### src/rtl/mem_arbiter_if.sv
`default_nettype none
// ============================================================================
// Module      : mem_arbiter_if
// Description : Fetch, data and RAM-side signal bundle for mem_arbiter.
// Revision    : 1.0 - initial release
// ============================================================================
interface mem_arbiter_if #(
  parameter int ADDR_W = 10
) ();
  // Fetch port
  logic              i_req;
  logic [31:0]       i_addr;
  logic              i_gnt;
  logic              i_rvalid;
  logic [31:0]       i_rdata;
  logic              i_err;
  // Data port
  logic              d_req;
  logic              d_we;
  logic [3:0]        d_be;
  logic [31:0]       d_addr;
  logic [31:0]       d_wdata;
  logic              d_gnt;
  logic              d_rvalid;
  logic [31:0]       d_rdata;
  logic              d_err;
  // RAM port
  logic              ram_en;
  logic [3:0]        ram_we;
  logic [ADDR_W-1:0] ram_addr;
  logic [31:0]       ram_wdata;
  logic [31:0]       ram_rdata;

  // Arbiter side
  modport slave (
    input  i_req, i_addr, d_req, d_we, d_be, d_addr, d_wdata, ram_rdata,
    output i_gnt, i_rvalid, i_rdata, i_err,
    output d_gnt, d_rvalid, d_rdata, d_err,
    output ram_en, ram_we, ram_addr, ram_wdata
  );

  // Requester / RAM side
  modport master (
    output i_req, i_addr, d_req, d_we, d_be, d_addr, d_wdata, ram_rdata,
    input  i_gnt, i_rvalid, i_rdata, i_err,
    input  d_gnt, d_rvalid, d_rdata, d_err,
    input  ram_en, ram_we, ram_addr, ram_wdata
  );
endinterface
`default_nettype wire

### src/rtl/mem_arbiter.sv
`default_nettype none
// ============================================================================
// Module      : mem_arbiter
// Description : Shares one single-port word RAM between instruction fetch and
//               data access; data wins, fetch is forced through after a streak.
// Revision    : 1.0 - initial release
// ============================================================================
module mem_arbiter #(
  parameter int          ADDR_W     = 10,
  parameter logic [31:0] BASE_ADDR  = 32'h0000_0000,
  parameter int          STREAK_MAX = 4
) (
  input  wire logic     clk,
  input  wire logic     rst,
  mem_arbiter_if.slave  bus
);

  localparam int          c_tag_w      = 32 - ADDR_W - 2;
  localparam logic [c_tag_w-1:0] c_base_tag = BASE_ADDR[31:ADDR_W+2];
  localparam logic [3:0]  c_streak_max = 4'(STREAK_MAX);

  logic [3:0]        r_streak;
  logic              r_pend_i;
  logic              r_pend_d;
  logic              r_pend_err;
  logic              r_pend_we;

  logic              w_i_win;
  logic              w_d_win;
  logic              w_streak_full;
  logic              w_i_gnt;
  logic              w_d_gnt;
  logic              w_grant_err;
  logic              w_ram_en;
  logic [3:0]        w_ram_we;
  logic [ADDR_W-1:0] w_ram_addr;
  logic [31:0]       w_ram_wdata;
  logic              w_unused;

  // Arbitration and RAM drive
  always_comb begin
    w_i_win       = (bus.i_addr[31:ADDR_W+2] == c_base_tag);
    w_d_win       = (bus.d_addr[31:ADDR_W+2] == c_base_tag);
    w_streak_full = (r_streak == c_streak_max);

    w_d_gnt = ~rst & bus.d_req & ~(bus.i_req & w_streak_full);
    w_i_gnt = ~rst & bus.i_req & (~bus.d_req | w_streak_full);

    w_grant_err = (w_i_gnt & ~w_i_win) | (w_d_gnt & ~w_d_win);

    w_ram_en    = 1'b0;
    w_ram_we    = 4'b0000;
    w_ram_addr  = '0;
    w_ram_wdata = 32'h0;
    if (w_d_gnt && w_d_win) begin
      w_ram_en    = 1'b1;
      w_ram_we    = bus.d_we ? bus.d_be : 4'b0000;
      w_ram_addr  = bus.d_addr[ADDR_W+1:2];
      w_ram_wdata = bus.d_wdata;
    end else if (w_i_gnt && w_i_win) begin
      w_ram_en    = 1'b1;
      w_ram_addr  = bus.i_addr[ADDR_W+1:2];
      w_ram_wdata = bus.d_wdata;
    end
  end

  // Streak of data grants seen while fetch is waiting
  always_ff @(posedge clk) begin
    if (rst) begin
      r_streak <= 4'd0;
    end else if (w_i_gnt || !bus.i_req) begin
      r_streak <= 4'd0;
    end else if (w_d_gnt && !w_streak_full) begin
      r_streak <= r_streak + 4'd1;
    end
  end

  always_ff @(posedge clk) begin
    if (rst) begin
      r_pend_i   <= 1'b0;
      r_pend_d   <= 1'b0;
      r_pend_err <= 1'b0;
      r_pend_we  <= 1'b0;
    end else begin
      r_pend_i   <= w_i_gnt;
      r_pend_d   <= w_d_gnt;
      r_pend_err <= w_grant_err;
      r_pend_we  <= w_d_gnt & bus.d_we;
    end
  end

  assign bus.i_gnt     = w_i_gnt;
  assign bus.d_gnt     = w_d_gnt;
  assign bus.ram_en    = w_ram_en;
  assign bus.ram_we    = w_ram_we;
  assign bus.ram_addr  = w_ram_addr;
  assign bus.ram_wdata = w_ram_wdata;

  // Responses are masked while rst is high so nothing leaks out during reset
  assign bus.i_rvalid = r_pend_i & ~rst;
  assign bus.d_rvalid = r_pend_d & ~rst;
  assign bus.i_err    = r_pend_i & r_pend_err & ~rst;
  assign bus.d_err    = r_pend_d & r_pend_err & ~rst;
  assign bus.i_rdata  = (r_pend_i & ~r_pend_err & ~rst) ? bus.ram_rdata : 32'h0;
  assign bus.d_rdata  = (r_pend_d & ~r_pend_we & ~r_pend_err & ~rst) ? bus.ram_rdata : 32'h0;

  assign w_unused = ^{bus.i_addr[1:0], bus.d_addr[1:0]};

endmodule
`default_nettype wire

### src/flat_wrapper.sv
// flat-port wrapper written by rule: the top's interface ports become plain ports
module mem_arbiter_flat 
#(
  parameter int          ADDR_W     = 10,
  parameter logic [31:0] BASE_ADDR  = 32'h0000_0000,
  parameter int          STREAK_MAX = 4
)
  (clk, rst, bus_i_req, bus_i_addr, bus_d_req, bus_d_we, bus_d_be, bus_d_addr, bus_d_wdata, bus_ram_rdata, bus_i_gnt, bus_i_rvalid, bus_i_rdata, bus_i_err, bus_d_gnt, bus_d_rvalid, bus_d_rdata, bus_d_err, bus_ram_en, bus_ram_we, bus_ram_addr, bus_ram_wdata);
  mem_arbiter_if #(.ADDR_W(ADDR_W)) bus_i ();
  input  wire logic clk;
  input  wire logic rst;
  input wire logic [$bits(bus_i.i_req)-1:0] bus_i_req;
  input wire logic [$bits(bus_i.i_addr)-1:0] bus_i_addr;
  input wire logic [$bits(bus_i.d_req)-1:0] bus_d_req;
  input wire logic [$bits(bus_i.d_we)-1:0] bus_d_we;
  input wire logic [$bits(bus_i.d_be)-1:0] bus_d_be;
  input wire logic [$bits(bus_i.d_addr)-1:0] bus_d_addr;
  input wire logic [$bits(bus_i.d_wdata)-1:0] bus_d_wdata;
  input wire logic [$bits(bus_i.ram_rdata)-1:0] bus_ram_rdata;
  output wire logic [$bits(bus_i.i_gnt)-1:0] bus_i_gnt;
  output wire logic [$bits(bus_i.i_rvalid)-1:0] bus_i_rvalid;
  output wire logic [$bits(bus_i.i_rdata)-1:0] bus_i_rdata;
  output wire logic [$bits(bus_i.i_err)-1:0] bus_i_err;
  output wire logic [$bits(bus_i.d_gnt)-1:0] bus_d_gnt;
  output wire logic [$bits(bus_i.d_rvalid)-1:0] bus_d_rvalid;
  output wire logic [$bits(bus_i.d_rdata)-1:0] bus_d_rdata;
  output wire logic [$bits(bus_i.d_err)-1:0] bus_d_err;
  output wire logic [$bits(bus_i.ram_en)-1:0] bus_ram_en;
  output wire logic [$bits(bus_i.ram_we)-1:0] bus_ram_we;
  output wire logic [$bits(bus_i.ram_addr)-1:0] bus_ram_addr;
  output wire logic [$bits(bus_i.ram_wdata)-1:0] bus_ram_wdata;
  assign bus_i.i_req = bus_i_req;
  assign bus_i.i_addr = bus_i_addr;
  assign bus_i.d_req = bus_d_req;
  assign bus_i.d_we = bus_d_we;
  assign bus_i.d_be = bus_d_be;
  assign bus_i.d_addr = bus_d_addr;
  assign bus_i.d_wdata = bus_d_wdata;
  assign bus_i.ram_rdata = bus_ram_rdata;
  assign bus_i_gnt = bus_i.i_gnt;
  assign bus_i_rvalid = bus_i.i_rvalid;
  assign bus_i_rdata = bus_i.i_rdata;
  assign bus_i_err = bus_i.i_err;
  assign bus_d_gnt = bus_i.d_gnt;
  assign bus_d_rvalid = bus_i.d_rvalid;
  assign bus_d_rdata = bus_i.d_rdata;
  assign bus_d_err = bus_i.d_err;
  assign bus_ram_en = bus_i.ram_en;
  assign bus_ram_we = bus_i.ram_we;
  assign bus_ram_addr = bus_i.ram_addr;
  assign bus_ram_wdata = bus_i.ram_wdata;
  mem_arbiter #(.ADDR_W(ADDR_W), .BASE_ADDR(BASE_ADDR), .STREAK_MAX(STREAK_MAX)) u_core (.clk(clk), .rst(rst), .bus(bus_i));
endmodule
### config.mk
export PLATFORM = sky130hd
export DESIGN_NAME = mem_arbiter_flat
export DESIGN_NICKNAME = d
export VERILOG_FILES = /design/src/rtl/mem_arbiter_if.sv /design/src/rtl/mem_arbiter.sv /design/src/flat_wrapper.sv
export SDC_FILE = /design/constraint.sdc
export NUM_CORES = 1
export LEC_CHECK = 0
export BUFFER_PORTS_ARGS = -buffer_cell sky130_fd_sc_hd__buf_2
export CORE_AREA = 2 2 99 101
export DETAILED_ROUTE_END_ITERATION = 10
export DIE_AREA = 0 0 101 103
export SYNTH_ARGS = -nofsm -noshare
export SYNTH_HDL_FRONTEND = slang
export SYNTH_SLANG_ARGS = --single-unit
export TNS_END_PERCENT = 1
### constraint.sdc
create_clock -name clk -period 2 [get_ports clk]
set_input_delay 0.1 -clock clk [delete_from_list [all_inputs] [get_ports clk]]
set_output_delay 0.1 -clock clk [all_outputs]
set_load 0.02 [all_outputs]
==> results.sh, run 1 <==
export IMPL_wire_per_inst_um=13.1
export IMPL_vias=2359
export IMPL_rows=36
export IMPL_fin_worst_skew_ns=0.00210
export IMPL_p_per_area_nw_per_um2=191
export IMPL_ioPinCount=254
export IMPL_synth_edff_count=0
export IMPL_seq_power_share_pct=27.1
export IMPL_globalRoute_busiestLayer="met2"
export IMPL_cts_root_buf="clkbuf_8"
export IMPL_p_int_mw=0.443
export IMPL_critical_path_max_stage_delay_ns=0.48
export IMPL_setup_viol=33
export IMPL_clkTransAtPathRegs_ns=0.04
export IMPL_cp_max_fo=8
export IMPL_power_switching_mw=0.180
export IMPL_num_fill_cells=983
export IMPL_synth_flop_cell="dfxtp_1"
export IMPL_switching_share_pct=28.8
export IMPL_dpl_instance_area_sq_um=2870
export IMPL_use_met3_pct=1.36
export IMPL_path_delay_family="simple AND/OR/NAND/NOR gates"
export IMPL_die_h_um=103
export IMPL_grtUsageTotal_pct=11.8
export IMPL_antenna_cells=0
export IMPL_core_area_sq_um=9460
export IMPL_vias_per_cell=4.26
export IMPL_totalPowerFinal_mw=0.623
export IMPL_setup_tns_ns=-4.37
export IMPL_hpwl_um=5770
export IMPL_netlist_area_leader_share_pct=30.4
export IMPL_cts_inserted_buffers=3
export IMPL_route_detailed_drc=0
export IMPL_cp_start_kind="flip-flop"
export IMPL_synth_area_per_cell_sq_um=7.84
export IMPL_max_cap_violations=0
export IMPL_clk_latency_ns=0.23
export IMPL_io_buffers=249
export IMPL_cts_tree="built"
export IMPL_antenna_found_initial=1
export IMPL_outcome="complete, but fails checks"
export IMPL_dieArea_sq_um=10400
export IMPL_clock_sinks=8
export IMPL_drtIter0Drc=28
export IMPL_wl_um=7280
export IMPL_max_slew_worst_pin_slew_ns=0.350
export IMPL_ir_drop_v=0.000132
export IMPL_cellLeakagePower_nw=1.85
export IMPL_grt_pass1_vias=2017
export IMPL_synth_common_cells="and2_1 (70), a21boi_2 (29), a22o_1 (10)"
export IMPL_max_clock_path_buffers=2
export IMPL_drive_gt1_share_pct=71.6
export IMPL_grt_util_met2_pct=22.9
export IMPL_synthCells=184
export IMPL_synth_largest_area_cell="and2_1"
export IMPL_grt_max_degree=34
export IMPL_hold_path_class="in -> reg"
export IMPL_synth_most_common_cell="and2_1"
export IMPL_use_met1_pct=13.8
export IMPL_ant_nets=0
export IMPL_period_needed_ns=2.18
export IMPL_grt_overflow=0
export IMPL_synth_distinct_cells=27
export IMPL_syn_area_sq_um=1440
export IMPL_slowest_stage="or4_4"
export IMPL_worst_path_buf_inv=4
export IMPL_fin_crit_sh_pct=109
export IMPL_max_freq_ghz=0.458
export IMPL_drt_first_pass_iters=4
export IMPL_num_nets_final=581
export IMPL_hold_viol=0
export IMPL_syn_to_final_growth_pct=126
export IMPL_pwr_share_clk_pct=30.7
export IMPL_synthTopCellsByArea="and2_1 (30%), a21boi_2 (23%), dfxtp_1 (11%)"
export IMPL_fp_dieW_um=101
export IMPL_yosysWarningCount=0
export IMPL_fin_ws_ns=-0.183
export IMPL_grt_first_pass_wirelength_um=9800
export IMPL_criticalPathCategory="reg -> out"
export IMPL_cp_required_ns=1.90
export IMPL_fin_area_sq_um=3270
export IMPL_path_cells="inv_2 > ha_4 > nand3b_1 > and2_4 > or4_4 > buf_12 > buf_16 > a21boi_2 > buf_4"
export IMPL_postCtsHoldBufs=0
export IMPL_arrival_ns=2.08
export IMPL_synth_fp_nets=323
export IMPL_ys_seq_elements=8
export IMPL_maxSlewHeadroom_pct=76.4
export IMPL_place_gp_congestion=0.789
export IMPL_placedCellCount=546
export IMPL_p_comb_share_pct=42.3
export IMPL_violations="setup timing"
export IMPL_final_cell_count_no_fill=554
export IMPL_async_flop_share_pct=0
export IMPL_start_util_pct=15.3
export IMPL_drv_slew=0
export IMPL_cts_max_level=1
export IMPL_synth_seq_area_share_pct=11.1
export IMPL_rsz0062_at_grt="true"
export IMPL_end_kind="output port"
[path summary, 6_finish.rpt]
check | start | endpoint | slack, ns | cells past startpoint
setup / recovery | u_core.r_streak[1]$_SDFFE_PP0P_ | bus_ram_wdata[17] | -0.18 | 9
hold / removal | bus_d_req | u_core.r_pend_i$_SDFF_PP0_ | 0.12 | 2
setup reg to reg | u_core.r_streak[1]$_SDFFE_PP0P_ | u_core.r_pend_err$_SDFF_PP0_ | 0.72 | 8
hold reg to reg | u_core.r_streak[0]$_SDFFE_PP0P_ | u_core.r_streak[0]$_SDFFE_PP0P_ | 0.51 | 2
[cell type report]
| type | instances | area [sq um] | share of cell area [%] |
|---|---|---|---|
| Clock buffer | 3 | 41.3 | 1.26 |
| Inverter | 5 | 18.8 | 0.575 |
| Tap cell | 114 | 143 | 4.37 |
| Sequential cell | 8 | 163 | 4.98 |
| Multi-Input combinational cell | 159 | 1250 | 38.2 |
| Timing Repair Buffer | 265 | 1650 | 50.7 |
[sequential cells by signal, summed over array words and instances, names as in the netlist]
name and cells:
u_core.r_pend_i 1, u_core.r_pend_we 1, u_core.r_streak 4, u_core.r_pend_err 1
u_core.r_pend_d 1
[logic make-up (layout without fill, tap and decap cells)]
group                    Yosys count  in the layout  share of synthesized area, %
AO/OA/AOI/OAI                     46             46                          32.0
flip-flops                         8              8                          11.1
adder cells (fa/ha/maj)            2              2                          1.73
buffers and inverters             17            273                          6.24
XOR/XNOR                           2              2                          1.21
AND/OR/NAND/NOR                  109            109                          47.7
[layout by cell type (no fill, tap or decap), types with 2 or more instances in the layout]
cell type,count
clkbuf_8,3
nor4_1,8
a21boi_2,31
and2_1,70
dfxtp_1,6
buf_12,3
inv_2,2
inv_1,3
o21ai_0,2
nand3b_1,2
dfxtp_2,2
nor2b_1,4
nor4_2,3
buf_2,212
nor2_1,4
nand3_1,3
a22o_1,10
buf_4,21
nand2_1,6
buf_6,26
a21boi_0,2
buf_16,3
[power by group through the flow]
| stage | clock (mW) | combinational (mW) | sequential [mW] |
|---|---|---|---|
| final | 0.191 | 0.263 | 0.169 |
| after global routing | 0.205 | 0.288 | 0.169 |
| after CTS | 0.200 | 0.263 | 0.169 |
| after detailed placement | 0 | 0.260 | 0.171 |
| after global placement | 0 | 0.255 | 0.171 |
| after floorplan | 0 | 0.0883 | 0.170 |
[through the flow]
step	hold WS, ns	setup slack, ns	utilization, %
2_1_floorplan	0.206	-0.00333	-
3_3_place_gp	0.364	-0.00414	30.4
3_5_place_dp	0.359	-0.0592	30.4
4_1_cts	0.117	-0.162	33.8
5_1_grt	0.116	-0.246	34.5
6_report	0.118	-0.183	34.5
[metal layers]
layer,wire [um],part of all wire (%),up-vias
li1,-,-,1145
met5,13,0.18,-
met2,3770,52,127
met1,2860,39,1077
met3,557,7.6,8
met4,83,1.1,2
[repair_timing]
item                       in CTS  in global routing
buffers inserted                2                  0
cloned                          3                  0
setup endpoints to repair      47                 47
gates resized for setup        63                 19
pin swaps                      25                  5
[worst register-to-register path, delay by kind of cell, from the launching register on]
kind	cells	cell delay, ns
AO/OA/AOI/OAI	1	0.11
buffers and inverters	3	0.27
AND/OR/NAND/NOR	3	0.32
adder cells (fa/ha/maj)	1	0.13
flip-flops	1	0.31
(Power assumes the default switching activity.)
==> run 2, diff against run 1 <==
CELL_PAD_IN_SITES_DETAIL_PLACEMENT = 1   (was default)
CELL_PAD_IN_SITES_GLOBAL_PLACEMENT = 1   (was default)
CORE_AREA = default   (was 2 2 99 101)
CORE_ASPECT_RATIO = 1.4   (was default)
CORE_MARGIN = 1.5   (was default)
CORE_UTILIZATION = 15   (was default)
DIE_AREA = default   (was 0 0 101 103)
PLACE_DENSITY_LB_ADDON = 0.1   (was default)
==> run 2 against run 1 <==
Effect of this change:
- non-clock buffer count is 2 higher
- the flow still finishes with violations (setup timing)
- final cell count is 0.36% lower
- critical path type unchanged
- core utilization up 0.53 points
- critical path depth down 1
==> results.sh, run 2 (same netlist as run 1, synthesis figures left out) <==
export IMPL_period_needed_ns=2.12
export IMPL_top_register="u_core.r_streak"
export IMPL_clock_sinks=8
export IMPL_holdWs_ns=0.115
export IMPL_critical_path_max_stage_delay_ns=0.53
export IMPL_drv_slew=0
export IMPL_hold_path_class="in -> reg"
export IMPL_cts_root_buf="clkbuf_16"
export IMPL_fp_dieW_um=85.9
export IMPL_outcome="complete, but fails checks"
export IMPL_num_nets_final=583
export IMPL_fin_worst_skew_ns=0.00313
export IMPL_ir_drop_v=0.000186
export IMPL_vias_per_cell=4.22
export IMPL_max_cap_violations=0
export IMPL_end_kind="output port"
export IMPL_grt_first_pass_wirelength_um=11800
export IMPL_cts_inserted_buffers=3
export IMPL_hpwl_um=6940
export IMPL_min_from="bus_d_req"
export IMPL_place_gp_congestion=0.802
export IMPL_clkTransAtPathRegs_ns=0.04
export IMPL_max_freq_ghz=0.472
export IMPL_cts_tree="built"
export IMPL_setup_viol=33
export IMPL_cellLeakagePower_nw=1.85
export IMPL_preCtsSetupSlack_ns=-0.0738
export IMPL_start_util_pct=15.3
export IMPL_totalPowerFinal_mw=0.764
export IMPL_grt_pass1_vias=2309
export IMPL_core_area_sq_um=9410
export IMPL_slowest_stage="or4_4"
export IMPL_rsz0062_at_grt="true"
export IMPL_io_buffers=249
export IMPL_dieArea_sq_um=10200
export IMPL_largest_register_ff_count=4
export IMPL_cp_max_fo=9
export IMPL_grtUsageTotal_pct=14.6
export IMPL_criticalPathCategory="reg -> out"
export IMPL_reg2reg_from="u_core.r_streak[1]$_SDFFE_PP0P_"
export IMPL_ioPinCount=254
export IMPL_max_slew_worst_pin_slew_ns=0.364
export IMPL_max_clock_path_buffers=2
export IMPL_cp_required_ns=1.90
export IMPL_antenna_cells=0
export IMPL_die_h_um=119
export IMPL_layout_commonest_cell="buf_2"
export IMPL_vias=2330
export IMPL_cp_start_kind="flip-flop"
export IMPL_rows=42
export IMPL_wire_per_inst_um=14.5
export IMPL_ant_nets=0
export IMPL_drt_first_pass_iters=4
export IMPL_num_fill_cells=1199
export IMPL_fin_crit_sh_pct=106
export IMPL_drive_gt1_share_pct=71.3
export IMPL_mostFrequentLayoutCells="buf_2 (204), and2_1 (70), buf_6 (30)"
export IMPL_antenna_found_initial=0
export IMPL_cp_startpoint="u_core.r_streak[1]$_SDFFE_PP0P_"
export IMPL_fin_util_pct=35.0
export IMPL_arrival_ns=2.02
export IMPL_worst_path_buf_inv=3
export IMPL_p_per_area_nw_per_um2=232
export IMPL_clk_latency_ns=0.23
export IMPL_cts_max_level=1
export IMPL_syn_to_final_growth_pct=129
export IMPL_wl_um=8000
export IMPL_grt_max_degree=34
export IMPL_violations="setup timing"
export IMPL_route_detailed_drc=0
export IMPL_fin_ws_ns=-0.121
export IMPL_path_cells="inv_2 > ha_4 > nand3b_1 > and2_4 > or4_4 > buf_16 > a21boi_2 > buf_4"
export IMPL_drtIter0Drc=24
export IMPL_maxSlewHeadroom_pct=75.5
export IMPL_grt_overflow=0
export IMPL_hold_viol=0
export IMPL_path_delay_family="simple AND/OR/NAND/NOR gates"
-- run 2: cell count changes in the layout (fill, tap and decap cells not counted), moves of 2 or more --
cell and delta:
buf_16 -2, clkbuf_8 -3, buf_2 -8, buf_4 +8
clkbuf_16 +3, a21boi_0 +3, buf_6 +4, a21boi_2 -3
-- run 2: power breakdown --
group,switching (mW),total (mW),internal (mW)
clock,0.0748,0.332,0.257
sequential,0.00295,0.169,0.166
combinational,0.114,0.263,0.149
total,0.191,0.764,0.572
-- run 2: per-stage QoR --
step | cell area [sq um] | TNS, ns | std cells
finish | 3300 | -3.02 | 552
detailed placement | 2910 | -0.646 | 548
floorplan | 1440 | -0.00998 | 184
global route | 3300 | -5.66 | 552
CTS | 3220 | -3.42 | 552
global placement | 2910 | -0.424 | 548
-- run 2: timing repair --
item,in CTS,in global routing
resized for setup,71,18
cloned,1,0
setup endpoints to repair,47,47
hold buffers,0,0
setup buffers,0,0
pin swaps,23,12
endpoints found under the hold margin,0,0
-- run 2: worst register-to-register path, stage by stage, from the launching register on --
cell	delay (ns)
dfxtp_2	0.31
inv_2	0.06
ha_4	0.13
nand3b_1	0.11
and2_4	0.17
buf_4	0.14
and3_2	0.18
-- run 2: path summary, 6_finish.rpt --
| check | cells after the start | slack [ns] | endpoint |
|---|---|---|---|
| hold reg to reg | 2 | 0.51 | u_core.r_streak[0]$_SDFFE_PP0P_ |
| hold / removal | 2 | 0.11 | u_core.r_pend_i$_SDFF_PP0_ |
| setup reg to reg | 6 | 0.79 | u_core.r_streak[1]$_SDFFE_PP0P_ |
| setup / recovery | 8 | -0.12 | bus_ram_wdata[7] |
-- run 2: cell type report --
| type | instances | area, sq um | area share (%) |
|---|---|---|---|
| sequential | 8 | 163 | 4.93 |
| timing repair buffer | 267 | 1660 | 50.3 |
| tap | 110 | 138 | 4.17 |
| clock buffer | 3 | 75.1 | 2.28 |
| multi-input combinational | 159 | 1240 | 37.7 |
| inverter | 5 | 18.8 | 0.569 |
-- run 2: routing by layer --
metal / global-route usage (%) / routed length [um] / vias up / share of wire [%]
li1: - / - / 1149 / -
met1: 15.2 / 2750 / 1039 / 34
met2: 29.5 / 4500 / 132 / 56
met3: 1.73 / 613 / 10 / 7.7
met4: 3.93 / 127 / 0 / 1.6
met5: 0 / 0 / - / 0
==> run 3, diff against run 2 <==
SETUP_SLACK_MARGIN = 0.02   (was default)
==> run 3 against run 2 <==
Effect of this change:
- the flow still finishes with violations (setup timing)
- core utilization grew 0.053 points
- first-iteration DRC count is the same
- highest routed layer unchanged
- critical path type unchanged
- combinational power is essentially flat
- via count is the same
==> results.sh, run 3 (same netlist as run 1, synthesis figures left out) <==
export IMPL_critical_path_max_stage_delay_ns=0.53
export IMPL_postCtsHoldBufs=0
export IMPL_p_per_area_nw_per_um2=231
export IMPL_largest_register_ff_count=4
export IMPL_totalPowerFinal_mw=0.764
export IMPL_postCtsSetupBuffers=0
export IMPL_seq_power_share_pct=22.1
export IMPL_setup_viol=33
export IMPL_p_comb_share_pct=34.4
export IMPL_die_h_um=119
export IMPL_hold_depth=2
export IMPL_core_area_sq_um=9410
export IMPL_fin_ws_ns=-0.121
export IMPL_grt_pass1_vias=2309
export IMPL_cts_max_level=1
export IMPL_rsz0062_at_grt="true"
export IMPL_syn_to_final_growth_pct=129
export IMPL_num_fill_cells=1199
export IMPL_cts_tree="built"
export IMPL_hold_path_class="in -> reg"
export IMPL_cts_root_buf="clkbuf_16"
export IMPL_final_cell_count_no_fill=552
export IMPL_r2r_end="u_core.r_streak[1]$_SDFFE_PP0P_"
export IMPL_cp_start_kind="flip-flop"
export IMPL_holdWs_ns=0.115
export IMPL_slowest_stage="or4_4"
export IMPL_num_nets_final=583
export IMPL_max_freq_ghz=0.472
export IMPL_max_cap_violations=0
export IMPL_p_int_mw=0.572
export IMPL_preCtsSetupSlack_ns=-0.0738
export IMPL_drv_slew=0
export IMPL_start_util_pct=15.3
export IMPL_fin_worst_skew_ns=0.00313
export IMPL_max_slew_worst_pin_slew_ns=0.364
export IMPL_wl_um=8000
export IMPL_fin_crit_sh_pct=106
export IMPL_reg2reg_depth=6
export IMPL_path_cells="inv_2 > ha_4 > nand3b_1 > and2_4 > or4_4 > buf_16 > a21boi_2 > buf_4"
export IMPL_ir_drop_v=0.000186
export IMPL_grtUsageTotal_pct=14.6
export IMPL_r2r_slack_ns=0.79
export IMPL_violations="setup timing"
export IMPL_clock_sinks=8
export IMPL_placedCellCount=548
export IMPL_min_to="u_core.r_pend_i$_SDFF_PP0_"
export IMPL_grt_first_pass_wirelength_um=11800
export IMPL_route_detailed_drc=0
export IMPL_min_from="bus_d_req"
export IMPL_grt_overflow=0
export IMPL_setup_tns_ns=-3.02
export IMPL_maxSlewHeadroom_pct=75.5
export IMPL_mostFrequentLayoutCells="buf_2 (202), and2_1 (70), buf_4 (31)"
export IMPL_reg2reg_from="u_core.r_streak[1]$_SDFFE_PP0P_"
export IMPL_outcome="complete, but fails checks"
export IMPL_pwr_share_clk_pct=43.5
export IMPL_grt_max_degree=34
export IMPL_power_switching_mw=0.191
export IMPL_ioPinCount=254
export IMPL_rows=42
export IMPL_path_delay_family="simple AND/OR/NAND/NOR gates"
export IMPL_place_gp_congestion=0.802
export IMPL_clk_latency_ns=0.23
export IMPL_max_clock_path_buffers=2
export IMPL_fp_dieW_um=85.9
export IMPL_io_buffers=249
export IMPL_dieArea_sq_um=10200
export IMPL_hpwl_um=6940
export IMPL_cp_required_ns=1.90
export IMPL_top_register="u_core.r_streak"
export IMPL_switching_share_pct=25.0
export IMPL_cts_inserted_buffers=3
export IMPL_vias=2330
export IMPL_criticalPathCategory="reg -> out"
export IMPL_antenna_cells=0
export IMPL_ant_nets=0
export IMPL_drt_first_pass_iters=4
export IMPL_end_kind="output port"
export IMPL_drive_gt1_share_pct=71.3
export IMPL_clkTransAtPathRegs_ns=0.04
export IMPL_wire_per_inst_um=14.5
export IMPL_cp_max_fo=9
export IMPL_arrival_ns=2.02
export IMPL_vias_per_cell=4.22
export IMPL_drtIter0Drc=24
export IMPL_hold_viol=0
export IMPL_period_needed_ns=2.12
export IMPL_antenna_found_initial=0
export IMPL_layout_commonest_cell="buf_2"
export IMPL_worst_path_buf_inv=3
export IMPL_cellLeakagePower_nw=1.85
## run 3: cell count changes in the layout (fill, tap and decap cells not counted)
cell / delta
buf_4: +2
buf_2: -2
## run 3: repair_timing
item / in CTS / in global routing
pin swaps: 23 / 12
setup endpoints to repair: 47 / 47
gates resized for setup: 71 / 20
gates cloned: 1 / 0
## run 3: through the flow
stage	util, %	instance area, sq um
3_5_place_dp	31.0	2910
4_1_cts	34.2	3220
2_1_floorplan	-	1440
6_report	35.1	3300
5_1_grt	35.1	3300
3_3_place_gp	31.0	2910
## run 3: area by class of cell
cell class	instances	area (sq um)	share of cell area (%)
Multi-Input combinational cell	159	1240	37.7
Clock buffer	3	75.1	2.27
Sequential cell	8	163	4.93
Tap cell	110	138	4.17
Inverter	5	18.8	0.568
Timing Repair Buffer	267	1660	50.4
## run 3: power by group through the flow
stage / Combinational (mW) / Sequential, mW / Clock [mW]
3_5_place_dp: 0.262 / 0.171 / 0
3_3_place_gp: 0.255 / 0.171 / 0
2_1_floorplan: 0.0883 / 0.170 / 0
4_1_cts: 0.265 / 0.169 / 0.343
5_1_grt: 0.289 / 0.169 / 0.347
6_report: 0.263 / 0.169 / 0.332
## run 3: routing by layer
layer / track usage [%] / vias to the layer above / wire length (um)
li1: - / 1149 / -
met1: 15.2 / 1039 / 2750
met2: 29.5 / 132 / 4500
met3: 1.73 / 10 / 612
met4: 3.93 / 0 / 127
met5: 0 / - / 0
## run 3: worst max-delay path by stage
stage,depth (start not counted),from,endpoint,slack [ns]
5_1_grt,8,u_core.r_streak[1]$_SDFFE_PP0P_,bus_ram_wdata[25],-0.21
2_1_floorplan,6,u_core.r_streak[0]$_SDFFE_PP0P_,bus_ram_wdata[0],-0.003
4_1_cts,8,u_core.r_streak[1]$_SDFFE_PP0P_,bus_ram_wdata[3],-0.14
6_report,8,u_core.r_streak[1]$_SDFFE_PP0P_,bus_ram_wdata[7],-0.12
3_3_place_gp,8,u_core.r_streak[0]$_SDFFE_PP0P_,bus_ram_wdata[3],-0.03
3_5_place_dp,8,u_core.r_streak[0]$_SDFFE_PP0P_,bus_ram_wdata[3],-0.07
